--- src/rtl/inst_fetch_unit.sv ---
// LEGv8 instruction fetch: PC register, same-cycle ROM interface, tagged prefetch FIFO, valid/ready output.
// Optional feature: define IFU_HALT_ON_ZERO_EN to stop fetching at the first all-zero instruction word.
module inst_fetch_unit #(
    parameter int                ADDR_W     = 32,
    parameter logic [ADDR_W-1:0] RESET_PC   = '0,
    parameter int                PC_STEP    = 4,
    parameter int                FIFO_DEPTH = 2
) (
    input  logic              clk,
    input  logic              reset,
    output logic [ADDR_W-1:0] rom_addr,
    input  logic [31:0]       rom_data,
    input  logic              redirect_valid,
    input  logic [ADDR_W-1:0] redirect_pc,
    output logic              inst_valid,
    input  logic              inst_ready,
    output logic [31:0]       inst,
    output logic [ADDR_W-1:0] inst_pc,
    output logic              halted
);
    localparam int                PTR_W   = $clog2(FIFO_DEPTH);
    localparam int                CNT_W   = $clog2(FIFO_DEPTH + 1);
    localparam logic [CNT_W-1:0]  DEPTH_C = CNT_W'(FIFO_DEPTH);
    localparam logic [ADDR_W-1:0] STEP_C  = ADDR_W'(PC_STEP);

    typedef struct packed {
        logic [ADDR_W-1:0] pc;
        logic [31:0]       word;
    } entry_t;

    entry_t            fifo_mem [FIFO_DEPTH];
    entry_t            head;
    logic [ADDR_W-1:0] pc;
    logic [PTR_W-1:0]  rd_ptr;
    logic [PTR_W-1:0]  wr_ptr;
    logic [CNT_W-1:0]  count;
    logic              pop;
    logic              fetch;
    logic              push;
    logic              zero_word;

`ifdef IFU_HALT_ON_ZERO_EN
    logic halted_q;

    assign zero_word = (rom_data == 32'h0000_0000);
    assign halted    = halted_q;

    always_ff @(posedge clk) begin
        if (reset || redirect_valid) begin
            halted_q <= 1'b0;
        end else if (fetch && zero_word) begin
            halted_q <= 1'b1;
        end
    end
`else
    assign zero_word = 1'b0;
    assign halted    = 1'b0;
`endif

    assign rom_addr   = pc;
    assign head       = fifo_mem[rd_ptr];
    assign inst_valid = (count != '0);
    assign inst       = inst_valid ? head.word : 32'h0;
    assign inst_pc    = inst_valid ? head.pc : '0;

    // A full FIFO may still fetch when the head leaves in the same cycle.
    always_comb begin
        pop   = inst_valid & inst_ready;
        fetch = ~redirect_valid & ~halted & ((count < DEPTH_C) | pop);
        push  = fetch & ~zero_word;
    end

    always_ff @(posedge clk) begin
        if (reset) begin
            pc     <= RESET_PC;
            rd_ptr <= '0;
            wr_ptr <= '0;
            count  <= '0;
        end else if (redirect_valid) begin
            pc     <= {redirect_pc[ADDR_W-1:2], 2'b00};
            rd_ptr <= '0;
            wr_ptr <= '0;
            count  <= '0;
        end else begin
            if (push) begin
                pc     <= pc + STEP_C;
                wr_ptr <= wr_ptr + PTR_W'(1);
            end
            if (pop) begin
                rd_ptr <= rd_ptr + PTR_W'(1);
            end
            case ({push, pop})
                2'b10:   count <= count + CNT_W'(1);
                2'b01:   count <= count - CNT_W'(1);
                default: count <= count;
            endcase
        end
    end

    // NOTE: storage has no reset; entries are only observable once count covers them, so clearing them buys nothing.
    always_ff @(posedge clk) begin
        if (push) begin
            fifo_mem[wr_ptr] <= '{pc: pc, word: rom_data};
        end
    end

endmodule

--- config.mk ---
export PLATFORM = sky130hd
export DESIGN_NAME = inst_fetch_unit
export DESIGN_NICKNAME = d
export VERILOG_FILES = /design/src/rtl/inst_fetch_unit.sv
export SDC_FILE = /design/constraint.sdc
export NUM_CORES = 1
export LEC_CHECK = 0
export BUFFER_PORTS_ARGS = -buffer_cell sky130_fd_sc_hd__buf_4
export CORE_AREA = 2 2 142 144
export CTS_CLUSTER_DIAMETER = 120
export DETAILED_ROUTE_END_ITERATION = 16
export DIE_AREA = 0 0 144 146
export GPL_TIMING_DRIVEN = 0
export SYNTH_ARGS = -nofsm -noshare
export SYNTH_HDL_FRONTEND = slang
export SYNTH_SLANG_ARGS = --single-unit
export TNS_END_PERCENT = 100
--- constraint.sdc ---
create_clock -name clk -period 5.05 [get_ports clk]
set_input_delay 0.505 -clock clk [delete_from_list [all_inputs] [get_ports clk]]
set_output_delay 0.505 -clock clk [all_outputs]
set_load 0.02 [all_outputs]
; Yosys cells after proc, flatten, opt, wreduce, memory -nomap -nowiden
; Memories as Yosys holds them, arrays and structs flattened. A register that Yosys moved wholly into a read port is not among the register bits.
; Index checks and enable logic that the tools add are counted.
[classes]
eq_ne = 2
reduce_logical = 4
n_addsub = 5
div_mod_pow = 0
order_cmp = 1
mux = 9
mul = 0
n_shift = 0
bitwise = 4
[ops]
columns = op, count
row1 = 32-bit two-way mux, 4
row2 = "32-bit by 3-bit adder with 32-bit output, second input constant", 1
row3 = 2-bit nonzero test, 3
row4 = 1-bit two-way mux, 4
row5 = 2-bit one-hot mux with 2 select lines, 1
row6 = "1-bit adder, second input constant", 2
row7 = "2-bit by 1-bit adder with 2-bit output, second input constant", 1
row8 = 1-bit AND, 2
row9 = "2-bit by 1-bit equality test with 1-bit output, second input constant", 1
row10 = "2-bit equality test, second input constant", 1
row11 = "2-bit less-than comparator, second input constant", 1
row12 = 2-bit OR reduction, 1
row13 = "2-bit by 1-bit subtractor with 2-bit output, second input constant", 1
row14 = 1-bit inverter, 1
row15 = 1-bit bitwise OR, 1
[word_totals]
regBits = 36
mem_count = 1
rom_bits = 0
latch_bits = 0
mem_bits_rw = 128
[memory_table]
columns = memory, depth, width, read_ports, rd_clocked_by_memory_dff, write_ports, line_no
row1 = fifo_mem, 2, 64, 1, 1, 1, 31  ; entry_t fifo_mem [FIFO_DEPTH];

; Longest topological paths before layout
[logic_depth]
depth_word = 6
ltp_mapped = 9
ltp_nobuf = 8

; Worst setup path after synthesis
; OpenSTA, ideal clock, no wires.
[synth_path]
path_kind = in2reg
startpoint = input redirect_valid
endpoint = memory fifo_mem[0][0] (netlist name) (enable)
required_ns = 4.568
path_stages = 5
setup_slack_ns = 0.683
t_arrival_ns = 3.884
path_buffers = 2
path_cell_list = inv_1 clkbuf_1 clkbuf_1 nand2_1 nor2_1
[synth_between]
elab_chain_cells = 4
[synth_lines]
columns = item, line_no
row1 = "start, declared", 13  ; input logic redirect_valid,
row2 = 1-bit inverter, 69  ; fetch = ~redirect_valid & ~halted & ((count < DEPTH_C) | pop);
row3 = 1-bit AND, 69
row4 = 1-bit two-way mux, 102  ; if (push) begin
row5 = 1-bit two-way mux (implied by the code), 103  ; fifo_mem[wr_ptr] <= '{pc: pc, word: rom_data};
row6 = "end, declared", 31
; No other way between the ends.

==> metrics.yaml <==
min_period_ps: 2900
grt_pass1_wl_um: 25300
synth_fa_ha_area_share_pct: 0.375
clock_latency_ps: 430
maxCapViolCount: 0
rows: 51
nets: 771
gp_congestion: 0.788
ctsRootBufferMaster: "clkbuf_16"
async_flop_share_pct: 0
crit_top_cell: "clkbuf_1"
syn_area_sq_um: 6680
synth_edf_count: 124
antenna_cells: 0
drtIter0Drc: 232
ys_ff_latch: 159
synth_ff_type: "edfxtp_1"
drt-total-wl_um: 16900
hold-worst-slack_ps: 268
arrival_ps: 2390
crit_fanout: 10
synth_xor_area_share_pct: 1.84
finClkSkew_ps: 9.89
synth_top_family_by_area: "simple AND/OR/NAND/NOR gates"
antenna_left: 0
setup_viol: 0
grt_start_max_net_pins: 63
yosys.area_share.simple_pct: 12.9
rsz0062_at_grt: "false"
cts_hold_buf: 0
synth.top_cell.area_share_pct: 55.8
cts_setup_buffers: 0
port_buffers: 158
layout-drive-gt1-share_pct: 28.3
grt.overflow.total: 0
design_area_sq_um: 8890
area_growth_pct: 33.2
fp.dieH_um: 146
start_util_pct: 34.5
finalCritPeriodShare_pct: 57.4
synth.area.mux_share_pct: 9.30
crit_slowest_cell: "clkbuf_1"
cp_cell_sequence: "clkbuf_1, clkbuf_1, mux2i_1, nor2_1, buf_4"
slew_viol_final: 0
syn_area_per_cell_sq_um: 12.9
hpwl_um: 11900
dieArea_sq_um: 21000
synth_top_area_cell: "edfxtp_1"
status: "completed"
startpoint_type: "flop"
ir_drop_mv: 0.211
yosysWarnings: 0
finalHoldViolations: 0
r2r_setup_slack_ps: 2650
power_density_nw_per_um2: 363
grt_pass1_vias: 4717
cts_buffer_depth: 2
clk_pin_slew_ps: 60
hold_class: "primary input to flop"
setup.worst_path.end_class: "output pin"
io_pins: 166
worstSetupPathType: "flop to output pin"
synth_cell_types: 39
core_sq_um: 19300
wire_per_inst_um: 17.3
antenna_found_initial: 0
worst_pin_slew_ps: 1050
cpPeakStageDelay_ps: 650
cts_resized: 0
cts_tree: "built"
cts-buffers-inserted: 17
drc_errors: 0
yosys-top-cells-area: "edfxtp_1 (56%), dfxtp_1 (10%), mux2i_1 (9.3%)"
placed_cell_area_sq_um: 8270
tns_ps: 0
die_width_um: 144
max_freq_mhz: 345
utilization_pct: 46.0
netlist_instances: 518
via_count: 4816
grt.total_usage_pct: 15.9
dr.pass1.iters: 6
cts.sinks: 159
seq_area_frac_synth_pct: 66.3
crit_required_ps: 4550
viasPerCell: 4.92
synth_compound_area_share_pct: 6.39
slew_headroom_pct: 29.8
htreeDepth: 4
leakage_nw: 3.20
final timing paths:
path,from,end,cells past startpoint
max,flop,inst_pc[9],5
max reg2reg,count[1]$_SDFFE_PP0P_,fifo_mem[0][12]$_DFFE_PP_,6
min,rom_data[17],fifo_mem[1][17]$_DFFE_PP_,1
min reg2reg,rom_addr[21]$_SDFFE_PP0P_,fifo_mem[0][53]$_DFFE_PP_,0
cells in the final DEF, fill, tap and decap left out, types with 6 or more instances in the layout:
cell	synthesis	final
buf_4	5	163
edfxtp_1	124	124
nor2_1	91	90
mux2i_1	62	62
dfxtp_1	35	35
clkbuf_1	26	28
clkbuf_16	0	17
nand2_1	16	16
a311oi_1	13	13
or4_1	13	13
nand3_1	11	11
inv_1	10	10
nand4_1	10	10
xnor2_1	9	9
a211oi_1	8	8
or3_1	8	8
nor3_1	7	7
nor4_1	7	7
o21ai_0	7	7
a21oi_1	6	6
o31ai_1	6	6
power by group:
group | total, mW | switching [mW] | internal (mW)
combinational | 0.345 | 0.198 | 0.147
clock | 1.34 | 0.514 | 0.829
sequential | 1.54 | 0.0501 | 1.49
sequential cells by signal, indices dropped and copies added, names as in the netlist, named ones only:
| register | count |
|---|---|
| fifo_mem | 124 |
| rd_ptr | 1 |
| wr_ptr | 1 |
| rom_addr | 30 |
| count | 2 |
kinds of logic after synthesis:
| family | Yosys count |
|---|---|
| simple gates | 179 |
| compound gates | 55 |
| other cells | 1 |
| buf+inv | 46 |
| fa+ha+maj | 2 |
| mux | 62 |
| flops | 159 |
| xor+xnor | 14 |
final cells by class:
cell class                 instances  area (sq um)
fill                            1776         10400
sequential                       159          4420
multi-input combinational        317          2090
timing repair buffer             160          1230
clock buffer                      19           433
tap                              265           332
clock inverter                    13           189
buffer                            36           156
inverter                          10          37.5
worst max-delay path, delay by kind of cell (launching register included):
kind                   cells  cell delay [ps]
muxes                      1              260
buffers and inverters      3             1300
DFF                        1              310
and+or+nand+nor            1               80
per-layer routing:
| metal | global-route usage, % | up-vias | wire (um) | part of all wire [%] |
|---|---|---|---|---|
| li1 | - | 2309 | - | - |
| met2 | 27.0 | 185 | 8220 | 49 |
| met5 | 0 | - | 0 | 0 |
| met3 | 3.72 | 18 | 1120 | 6.6 |
| met1 | 19.9 | 2304 | 7340 | 43 |
| met4 | 5.00 | 0 | 210 | 1.2 |
metrics by stage:
step | power (mW) | instances | setup WS, ps
final | 3.23 | 979 | 2150
after floorplan | 1.74 | 522 | 683
after global routing | 3.34 | 979 | 1970
after CTS | 3.25 | 979 | 2050
after global placement | 1.90 | 945 | -1400
after detailed placement | 1.92 | 947 | 1870
cells in the mapped netlist (2+ instances only):
master     count
nor3_1         7
buf_2          2
a211oi_1       8
o31a_1         4
nor2b_1        2
xnor2_1        9
edfxtp_1     124
inv_1         10
nand3_1       11
buf_1          3
nor2_1        91
or3_1          8
a21oi_1        6
mux2i_1       62
xor2_1         5
nand2_1       16
clkbuf_1      26
and4_1         3
ha_1           2
dfxtp_1       35
o211ai_1       4
o311ai_0       2
buf_4          5
o31ai_1        6
o21ai_0        7
nand4_1       10
a311oi_1      13
a2111oi_2      2
or4_1         13
nor4_1         7
and2_1         2
and3_1         6
(Power assumes the default switching activity.)
